--- config.mk ---
export PLATFORM = sky130hd
export DESIGN_NAME = rv_multicycle_ctrl_flat
export DESIGN_NICKNAME = d
export VERILOG_FILES = /design/src/rtl/rv_multicycle_ctrl_pkg.sv /design/src/rtl/rv_multicycle_ctrl_if.sv /design/src/rtl/rv_multicycle_ctrl_decode.sv /design/src/rtl/rv_multicycle_ctrl.sv /design/src/flat_wrapper.sv
export SDC_FILE = /design/constraint.sdc
export NUM_CORES = 1
export LEC_CHECK = 0
export ABC_AREA = 1
export ABC_CLOCK_PERIOD_IN_PS = 1500
export CORE_MARGIN = 1
export CORE_UTILIZATION = 40
export CTS_CLUSTER_DIAMETER = 40
export DETAILED_ROUTE_END_ITERATION = 8
export PLACE_DENSITY = 0.8
export SYNTH_ARGS = -nofsm -noshare
export SYNTH_HDL_FRONTEND = slang
export SYNTH_SLANG_ARGS = --single-unit
--- constraint.sdc ---
create_clock -name clk -period 1.5 [get_ports clk]
set_input_delay 0.15 -clock clk [delete_from_list [all_inputs] [get_ports clk]]
set_output_delay 0.15 -clock clk [all_outputs]
set_load 0.05 [all_outputs]
--- src/rtl/rv_multicycle_ctrl_pkg.sv ---
// rv_ctrl_pkg: shared definitions for the RV32I multi-cycle controller.
//   - Major opcode constants (also consumed by the immediate generator).
//   - state_t   : controller FSM states.
//   - op_class_t: instruction class produced by the opcode decoder.
//   - alu_op_t  : ALU operation select driven to the datapath.
//   - wb_sel_t  : register-file write-back source select.
package rv_ctrl_pkg;

  localparam logic [6:0] OP_LOAD   = 7'b0000011;
  localparam logic [6:0] OP_ALU_I  = 7'b0010011;
  localparam logic [6:0] OP_LUI    = 7'b0110111;
  localparam logic [6:0] OP_STORE  = 7'b0100011;
  localparam logic [6:0] OP_BRANCH = 7'b1100011;
  localparam logic [6:0] OP_ALU_R  = 7'b0110011;

  localparam logic [2:0] F3_BEQ = 3'b000;
  localparam logic [2:0] F3_BNE = 3'b001;

  typedef enum logic [2:0] {
    S_FETCH  = 3'd0,
    S_DECODE = 3'd1,
    S_EXEC   = 3'd2,
    S_BRANCH = 3'd3,
    S_MEM    = 3'd4,
    S_WB     = 3'd5,
    S_TRAP   = 3'd6
  } state_t;

  typedef enum logic [2:0] {
    CL_LOAD    = 3'd0,
    CL_STORE   = 3'd1,
    CL_ALU_I   = 3'd2,
    CL_ALU_R   = 3'd3,
    CL_LUI     = 3'd4,
    CL_BRANCH  = 3'd5,
    CL_ILLEGAL = 3'd6
  } op_class_t;

  typedef enum logic [1:0] {
    ALU_ADD   = 2'b00,
    ALU_SUB   = 2'b01,
    ALU_FUNCT = 2'b10
  } alu_op_t;

  typedef enum logic [1:0] {
    WB_ALU = 2'b00,
    WB_MEM = 2'b01,
    WB_IMM = 2'b10
  } wb_sel_t;

endpackage

--- src/rtl/rv_multicycle_ctrl_if.sv ---
// rv_multicycle_ctrl_if: the single shared memory port between the controller
// and the memory subsystem.
//   mem_req      : access request, held until mem_ready
//   mem_we       : write strobe (stores only)
//   mem_addr_sel : 0 = PC (fetch), 1 = ALU result (data access)
//   mem_ready    : memory completes the pending access this cycle
// master = controller side, slave = memory side.
interface rv_multicycle_ctrl_if;

  logic mem_req;
  logic mem_we;
  logic mem_addr_sel;
  logic mem_ready;

  modport master (
    output mem_req,
    output mem_we,
    output mem_addr_sel,
    input  mem_ready
  );

  modport slave (
    input  mem_req,
    input  mem_we,
    input  mem_addr_sel,
    output mem_ready
  );

endinterface

--- src/rtl/rv_multicycle_ctrl_decode.sv ---
// rv_opcode_decode: purely combinational classification of the 7-bit major
// opcode into the instruction classes the controller sequences.
//   i_opcode : inst_code[6:0]
//   o_class  : load/store/alu_i/alu_r/lui/branch, or illegal for anything else
module rv_opcode_decode
  import rv_ctrl_pkg::*;
(
  input  logic [6:0] i_opcode,
  output op_class_t  o_class
);

  always_comb begin
    o_class = CL_ILLEGAL;
    case (i_opcode)
      OP_LOAD:   o_class = CL_LOAD;
      OP_STORE:  o_class = CL_STORE;
      OP_ALU_I:  o_class = CL_ALU_I;
      OP_ALU_R:  o_class = CL_ALU_R;
      OP_LUI:    o_class = CL_LUI;
      OP_BRANCH: o_class = CL_BRANCH;
      default:   o_class = CL_ILLEGAL;
    endcase
  end

endmodule

--- src/rtl/rv_multicycle_ctrl.sv ---
// rv_multicycle_ctrl: multi-cycle control FSM for the RV32I core. Sequences one
// instruction at a time through FETCH, DECODE, EXEC/BRANCH, MEM and WB.
// Ports:
//   clk, reset    : clock (rising edge) and asynchronous active-high reset
//   inst_code     : IR contents, valid from DECODE onward
//   alu_zero      : ALU zero flag for branch compare
//   mem           : shared memory port (master modport)
//   ir_write, pc_write, pc_sel, alu_src_b, alu_op, reg_write, wb_sel : datapath strobes
//   trap          : sticky illegal-instruction / memory-timeout indication
//   retired       : completed-instruction count, wraps
module rv_multicycle_ctrl
  import rv_ctrl_pkg::*;
#(
  parameter int MEM_TIMEOUT = 16,
  parameter int CNT_W       = 32
)(
  input  logic                  clk,
  input  logic                  reset,
  input  logic [31:0]           inst_code,
  input  logic                  alu_zero,
  rv_multicycle_ctrl_if.master  mem,
  output logic                  ir_write,
  output logic                  pc_write,
  output logic                  pc_sel,
  output logic                  alu_src_b,
  output logic [1:0]            alu_op,
  output logic                  reg_write,
  output logic [1:0]            wb_sel,
  output logic                  trap,
  output logic [CNT_W-1:0]      retired
);

  // Counter only needs to reach MEM_TIMEOUT-1; the trap fires on that cycle.
  localparam int WAIT_W = (MEM_TIMEOUT > 1) ? $clog2(MEM_TIMEOUT) : 1;

  state_t            r_state;
  logic [WAIT_W-1:0] r_wait;
  logic [CNT_W-1:0]  r_retired;

  op_class_t   w_class;
  logic [2:0]  w_funct3;
  logic        w_br_legal;
  logic        w_br_taken;
  logic        w_timeout;
  logic        w_unused_bits;

  assign w_funct3      = inst_code[14:12];
  assign w_unused_bits = ^{inst_code[31:15], inst_code[11:7]};

  rv_opcode_decode u_decode (
    .i_opcode (inst_code[6:0]),
    .o_class  (w_class)
  );

  assign w_br_legal = (w_funct3 == F3_BEQ) || (w_funct3 == F3_BNE);
  assign w_br_taken = ((w_funct3 == F3_BEQ) &&  alu_zero) ||
                      ((w_funct3 == F3_BNE) && !alu_zero);

  // Fires on the last permitted wait cycle so that the next state is TRAP.
  assign w_timeout = (MEM_TIMEOUT != 0) && (r_wait == WAIT_W'(MEM_TIMEOUT - 1));

  always_ff @(posedge clk or posedge reset) begin
    if (reset) begin
      r_state   <= S_FETCH;
      r_wait    <= '0;
      r_retired <= '0;
    end else begin
      case (r_state)
        S_FETCH: begin
          if (mem.mem_ready) begin
            r_state <= S_DECODE;
            r_wait  <= '0;
          end else if (w_timeout) begin
            r_state <= S_TRAP;
            r_wait  <= '0;
          end else if (MEM_TIMEOUT != 0) begin
            r_wait  <= r_wait + 1'b1;
          end
        end
        S_DECODE: begin
          case (w_class)
            CL_ILLEGAL: r_state <= S_TRAP;
            CL_BRANCH:  r_state <= S_BRANCH;
            default:    r_state <= S_EXEC;
          endcase
        end
        S_EXEC: begin
          if (w_class == CL_LOAD || w_class == CL_STORE) r_state <= S_MEM;
          else                                           r_state <= S_WB;
        end
        S_BRANCH: begin
          if (w_br_legal) begin
            r_state   <= S_FETCH;
            r_retired <= r_retired + 1'b1;
          end else begin
            r_state   <= S_TRAP;
          end
        end
        S_MEM: begin
          if (mem.mem_ready) begin
            r_wait <= '0;
            if (w_class == CL_STORE) begin
              r_state   <= S_FETCH;
              r_retired <= r_retired + 1'b1;
            end else begin
              r_state   <= S_WB;
            end
          end else if (w_timeout) begin
            r_state <= S_TRAP;
            r_wait  <= '0;
          end else if (MEM_TIMEOUT != 0) begin
            r_wait  <= r_wait + 1'b1;
          end
        end
        S_WB: begin
          r_state   <= S_FETCH;
          r_retired <= r_retired + 1'b1;
        end
        S_TRAP:  r_state <= S_TRAP;
        default: r_state <= S_TRAP;
      endcase
    end
  end

  // Strobes decode from state; gating with reset drops them the moment reset
  // asserts, even in the middle of a memory access.
  always_comb begin
    mem.mem_req      = 1'b0;
    mem.mem_we       = 1'b0;
    mem.mem_addr_sel = 1'b0;
    ir_write         = 1'b0;
    pc_write         = 1'b0;
    pc_sel           = 1'b0;
    alu_src_b        = 1'b0;
    alu_op           = ALU_ADD;
    reg_write        = 1'b0;
    wb_sel           = WB_ALU;
    trap             = 1'b0;
    if (!reset) begin
      case (r_state)
        S_FETCH: begin
          mem.mem_req = 1'b1;
          ir_write    = mem.mem_ready;
          pc_write    = mem.mem_ready;
        end
        S_EXEC: begin
          case (w_class)
            CL_ALU_R: begin alu_src_b = 1'b0; alu_op = ALU_FUNCT; end
            CL_ALU_I: begin alu_src_b = 1'b1; alu_op = ALU_FUNCT; end
            CL_LOAD,
            CL_STORE: begin alu_src_b = 1'b1; alu_op = ALU_ADD;   end
            default:  ;
          endcase
        end
        S_BRANCH: begin
          alu_op   = ALU_SUB;
          pc_write = w_br_taken;
          pc_sel   = 1'b1;
        end
        S_MEM: begin
          mem.mem_req      = 1'b1;
          mem.mem_addr_sel = 1'b1;
          mem.mem_we       = (w_class == CL_STORE);
        end
        S_WB: begin
          reg_write = 1'b1;
          if (w_class == CL_LOAD)     wb_sel = WB_MEM;
          else if (w_class == CL_LUI) wb_sel = WB_IMM;
        end
        S_TRAP:  trap = 1'b1;
        default: ;
      endcase
    end
  end

  assign retired = r_retired;

endmodule

--- src/flat_wrapper.sv ---
// flat-port wrapper written by rule: the top's interface ports become plain ports
module rv_multicycle_ctrl_flat import rv_ctrl_pkg::*;
#(
  parameter int MEM_TIMEOUT = 16,
  parameter int CNT_W       = 32
)
  (clk, reset, inst_code, alu_zero, ir_write, pc_write, pc_sel, alu_src_b, alu_op, reg_write, wb_sel, trap, retired, mem_mem_req, mem_mem_we, mem_mem_addr_sel, mem_mem_ready);
  rv_multicycle_ctrl_if mem_i ();
  input  logic clk;
  input  logic reset;
  input  logic [31:0] inst_code;
  input  logic alu_zero;
  output logic ir_write;
  output logic pc_write;
  output logic pc_sel;
  output logic alu_src_b;
  output logic [1:0] alu_op;
  output logic reg_write;
  output logic [1:0] wb_sel;
  output logic trap;
  output logic [CNT_W-1:0] retired;
  output wire logic [$bits(mem_i.mem_req)-1:0] mem_mem_req;
  output wire logic [$bits(mem_i.mem_we)-1:0] mem_mem_we;
  output wire logic [$bits(mem_i.mem_addr_sel)-1:0] mem_mem_addr_sel;
  input wire logic [$bits(mem_i.mem_ready)-1:0] mem_mem_ready;
  assign mem_mem_req = mem_i.mem_req;
  assign mem_mem_we = mem_i.mem_we;
  assign mem_mem_addr_sel = mem_i.mem_addr_sel;
  assign mem_i.mem_ready = mem_mem_ready;
  rv_multicycle_ctrl #(.MEM_TIMEOUT(MEM_TIMEOUT), .CNT_W(CNT_W)) u_core (.clk(clk), .reset(reset), .inst_code(inst_code), .alu_zero(alu_zero), .mem(mem_i), .ir_write(ir_write), .pc_write(pc_write), .pc_sel(pc_sel), .alu_src_b(alu_src_b), .alu_op(alu_op), .reg_write(reg_write), .wb_sel(wb_sel), .trap(trap), .retired(retired));
endmodule
Word-level counts from Yosys, hierarchy flattened. Index checks and enable logic that the tools add are counted.

Equal/unequal tests: 23. Reduce and logical (&&, ||, !) cells: 14. $add $sub $neg: 2. Muxes and demuxes: 41.

Operator list (number): two-way mux 32 bit (3); case mux 32 bit (3 select lines) (1); case mux 3 bit (6 select lines) (2); adder 32 x 1 -> 32 bit (second input constant) (1); equality test 7 x 6 -> 1 bit (second input constant) (3); two-way mux 1 bit (19); equality test 3 bit (second input constant) (6); two-way mux 3 bit (5); equality test 3 x 2 -> 1 bit (second input constant) (4); two-way mux 2 bit (6); equality test 3 x 1 -> 1 bit (second input constant) (3); zero test 3 bit (3); two-way mux 4 bit (2); equality test 7 x 2 -> 1 bit (second input constant) (1); equality test 7 x 5 -> 1 bit (second input constant) (1); equality test 7 bit (second input constant) (1); case mux 3 bit (2 select lines) (1); adder 4 x 1 -> 4 bit (second input constant) (1); equality test 4 bit (second input constant) (1); inequality test 2 x 1 -> 1 bit (second input constant) (2); case mux 2 bit (2 select lines) (1); AND reduction 4 bit (1); OR reduction 2 bit (2); logical OR 1 bit (3); 6 further kinds (7).

Register bits after elaboration: 39.

Depth between registers and ports, before layout.
Word-level depth: 7. Mapped depth: 10.

Modules after synthesis. A second synthesis with hierarchy kept.

Cell total of the unflattened synthesis: 396. Area total of the unflattened synthesis: 2587.5 um^2.

By module, submodules not included: rv_multicycle_ctrl (area an instance 2487.4 um^2, cells an instance 372, times used 1, seq. area each 975.9 um^2); rv_opcode_decode (area an instance 100.1 um^2, cells an instance 24, times used 1, seq. area each 0.0 um^2).

Worst setup path after synthesis. No wires, ideal clock.

Kind: input-to-output. Start point: input reset. End point: output alu_src_b. Path slack: -1.032 ns. Stages on the path: 3. Data required time: 1.350 ns. Path buffers: 0. Arrival: 2.382 ns. Path through: inv_1 > nand2_1 > a211oi_1.

Word-level cells in the longest chain between the ends: 1.

Ends and longest elaborated chain: start, declared (RTL line flat_wrapper.sv:10) `input logic reset;`; two-way mux 1 bit (RTL line rv_multicycle_ctrl.sv:139) `if (!reset) begin`; end, declared (RTL line flat_wrapper.sv:16) `output logic alu_src_b;`.

No other way between the ends.

Final worst setup path.
Start point: register u_core.r_state[2]. End point: output alu_src_b.

Word-level cells in the longest chain between the ends: 3.

Ends and longest elaborated chain: start, declared (RTL line rv_multicycle_ctrl.sv:36) `state_t r_state;`; start signal, assigned (RTL line rv_multicycle_ctrl.sv:64) `r_state <= S_FETCH;`; start signal, assigned (RTL line rv_multicycle_ctrl.sv:71) `r_state <= S_DECODE;`; start signal, assigned (RTL line rv_multicycle_ctrl.sv:74) `r_state <= S_TRAP;`; equality test 3 x 2 -> 1 bit (RTL line rv_multicycle_ctrl.sv:140) `case (r_state)`; two-way mux 1 bit (RTL line rv_multicycle_ctrl.sv:140); two-way mux 1 bit (RTL line rv_multicycle_ctrl.sv:139).

No other way between the ends.

==> results.md <==
- Adder-cell share of the synthesized area: 0.9158%
- Buffers added on ports: 58
- Clock Root Buffer: clkbuf_8
- Mux share of post-synthesis cell area: 0%
- Simple-Gate Fraction of Synth Area: 48.26%
- Failing checks: setup timing
- DRT Wirelength: 10110 um
- DR vias: 3429
- CTS tree: built
- Seq/Total Area, Yosys: 35.71%
- DRT antenna net count: 0
- Crit path time final: 1684 ps
- Fin crit share: 112.2%
- CTS max path bufs: 2
- Vias in the first global route: 3174
- Main combinational cell family by area after synthesis: simple AND/OR/NAND/NOR gates
- Commonest non-fill, non-tap cell in the layout: nand2_1
- Rows: 29
- Critical Path RT: 1350 ps
- Skew-Pair Late Insertion Delay: 300 ps
- Worst hold slack: 446.2 ps
- Final setup fails: 34
- Die Ht: 84.66 um
- Final Slew Violations: 0
- CTS buffer count: 5
- Synth Area in Compound Gates: 2.427%
- Syn Area/Cell: 6.196 um2
- Xor and xnor area share after synthesis: 5.449%
- Maximum VDD drop: 0.0004022 V
- Core area: 6459 um2
- Initial antenna violation count: 0
- Net count after synthesis: 479
- Largest net degree at the start of global routing: 40
- Kind of critical path: flop to output pin
- Hold/Removal Path Class: input port to flop
- Setup WS post-layout: -183.5 ps
- Htree depth: 2
- Area growth from synthesis to layout: 75.46%
- Pwr per Cell Area: 408.4 nW/um2
- Final setup skew: 8.385 ps
- Tot GR Track Use: 25.31%
- Main synth FF type: dfrtp_1
- Fmax: 0.5940 GHz
- Final Instance Area: 4795 um2
- Slew margin rel.: 65.73%
- Final hold violation count: 0
- FF+latch count, synth: 39
- Worst-path clk slew: 80 ps
- Via density: 5.325
- FFs w/ async S/R, synth: 100.0%
- Iteration-0 DRC Markers: 320
- Synth warnings: 0
- Sink Count: 39
- Die area: 7166 um2
- N_diodes: 0
- Outcome: finished, violations left
- Final GP Congestion: 0.9373
- Commonest cells after routing, fill and taps aside: nand2_1, buf_4, nor2_1
- Total gr overflow: 0
- Drt wl/cell: 15.69 um
- Number of max-cap violations: 0
- DP HPWL: 6243 um
- Worst Path Arrival: 1530 ps
- Initial Util: 42.31%
- Cell Area, Placed: 4091 um2
- Hold Buf Count CTS: 0
- Slew of the pin with the lowest slew margin: 514.1 ps
- IO Pins: 81
- Nets@finish: 604
- First-pass GRT wire length: 14410 um
- Number of synthesized flops with an enable pin: 0
- P_leak: 2.273 nW
- Drt drc: 0
- Width of the die: 84.66 um
- RSZ-0062 raised after global routing: true
- Cells after Synth: 441
- CP max FO: 4
- CP endpoint kind: output pin
- Share of layout cells above drive strength 1: 41.27%
- 1st-pass router iterations: 7
- Post-synthesis cell area: 2733 um2
- Startpoint Class: flop
- Library cells used by synthesis: 27
## repair_timing
item | 4_1_cts | 5_1_grt
buffers inserted | 16 | 9
pin swaps | 12 | 28
gates cloned | 0 | 4
gates resized for setup | 31 | 80
endpoints found under the setup margin | 14 | 45
## sequential cells by signal (all words and copies together), names as in the netlist
signal / flops
u_core.r_wait: 4
u_core.retired: 32
u_core.r_state: 3
## routing by layer
metal / up-vias / global-route usage (%) / routed length, um
met5: - / 0 / 0
met4: 0 / 9.091 / 418
met3: 41 / 4.228 / 649
met2: 168 / 43.09 / 4953
met1: 1622 / 32.48 / 4083
li1: 1598 / - / -
## per-stage QoR
stage               power (mW)  instances  TNS [ps]  worst slack, ps  utilization (%)
finish                   1.958        644     -1837           -183.5            74.23
CTS                      1.949        632    -405.5           -100.0            67.55
global placement         1.199        609     -6906           -241.5            63.35
floorplan                1.123        441    -265.6           -157.2                -
detailed placement       1.204        609     -8836           -318.2            63.35
global route             2.012        644     -4237           -218.5            74.23
## path summary, 6_finish.rpt
path / slack (ps) / cells past startpoint / endpoint / from
setup / recovery: -180 / 6 / alu_src_b / u_core.r_state[2]$_DFF_PP0_
hold reg to reg: 520 / 2 / u_core.r_wait[1]$_DFFE_PP0N_ / u_core.r_wait[1]$_DFFE_PP0N_
hold / removal: 450 / 6 / u_core.r_state[2]$_DFF_PP0_ / inst_code[5]
min in group asynchronous: 560 / 3 / u_core.r_state[2]$_DFF_PP0_ / reset
setup reg to reg: -100 / 8 / u_core.retired[7]$_DFFE_PP0P_ / u_core.r_state[1]$_DFF_PP0_
max in group asynchronous: 530 / 3 / u_core.retired[7]$_DFFE_PP0P_ / reset
## cells in the mapped netlist, types with 2 or more instances
| cell | number | area share, % |
|---|---|---|
| a21oi_1 | 2 | 0.37 |
| nor2_1 | 67 | 9.2 |
| inv_1 | 38 | 5.2 |
| xor2_1 | 13 | 4.2 |
| nor3_1 | 4 | 0.73 |
| xnor2_1 | 4 | 1.3 |
| nand2_1 | 211 | 29 |
| nand3_1 | 30 | 5.5 |
| nand4_1 | 3 | 0.69 |
| buf_2 | 2 | 0.37 |
| clkbuf_1 | 2 | 0.27 |
| buf_6 | 2 | 0.82 |
| nor2_4 | 2 | 0.82 |
| ha_1 | 2 | 0.92 |
| inv_2 | 2 | 0.27 |
| dfrtp_1 | 39 | 36 |
| o21ai_0 | 8 | 1.5 |
## power by group
| part | internal [mW] | leakage [nW] | total, mW | switching, mW |
|---|---|---|---|---|
| clock network | 0.371 | 0.0482 | 0.754 | 0.382 |
| logic | 0.0665 | 1.75 | 0.151 | 0.0848 |
| registers | 1.05 | 0.476 | 1.05 | 0.00146 |
| total | 1.49 | 2.27 | 1.96 | 0.469 |
## critical path, cell delays in order (launching register included)
cell      delay [ps]
dfrtp_1          440
inv_4            130
nand3_4          100
inv_4             70
nand2_4           60
a211oi_2         240
buf_6            190
## area by class of cell
cell class / instances / area, um2
inverters: 40 / 166.4
multi-input cells: 355 / 1976
fillers: 422 / 1664
well taps: 77 / 96.34
flip-flops and latches: 39 / 998.5
repair buffers: 125 / 1466
clock buffers: 7 / 86.33
clock inverters: 1 / 5.005
## logic make-up after synthesis
| family | after synthesis |
|---|---|
| and+or+nand+nor | 324 |
| DFF | 39 |
| AOI/OAI and AO/OA | 12 |
| adders and majority gates | 2 |
| buffers and inverters | 47 |
| xor gates and xnor gates | 17 |
Power figures use the tool's default switching activity.
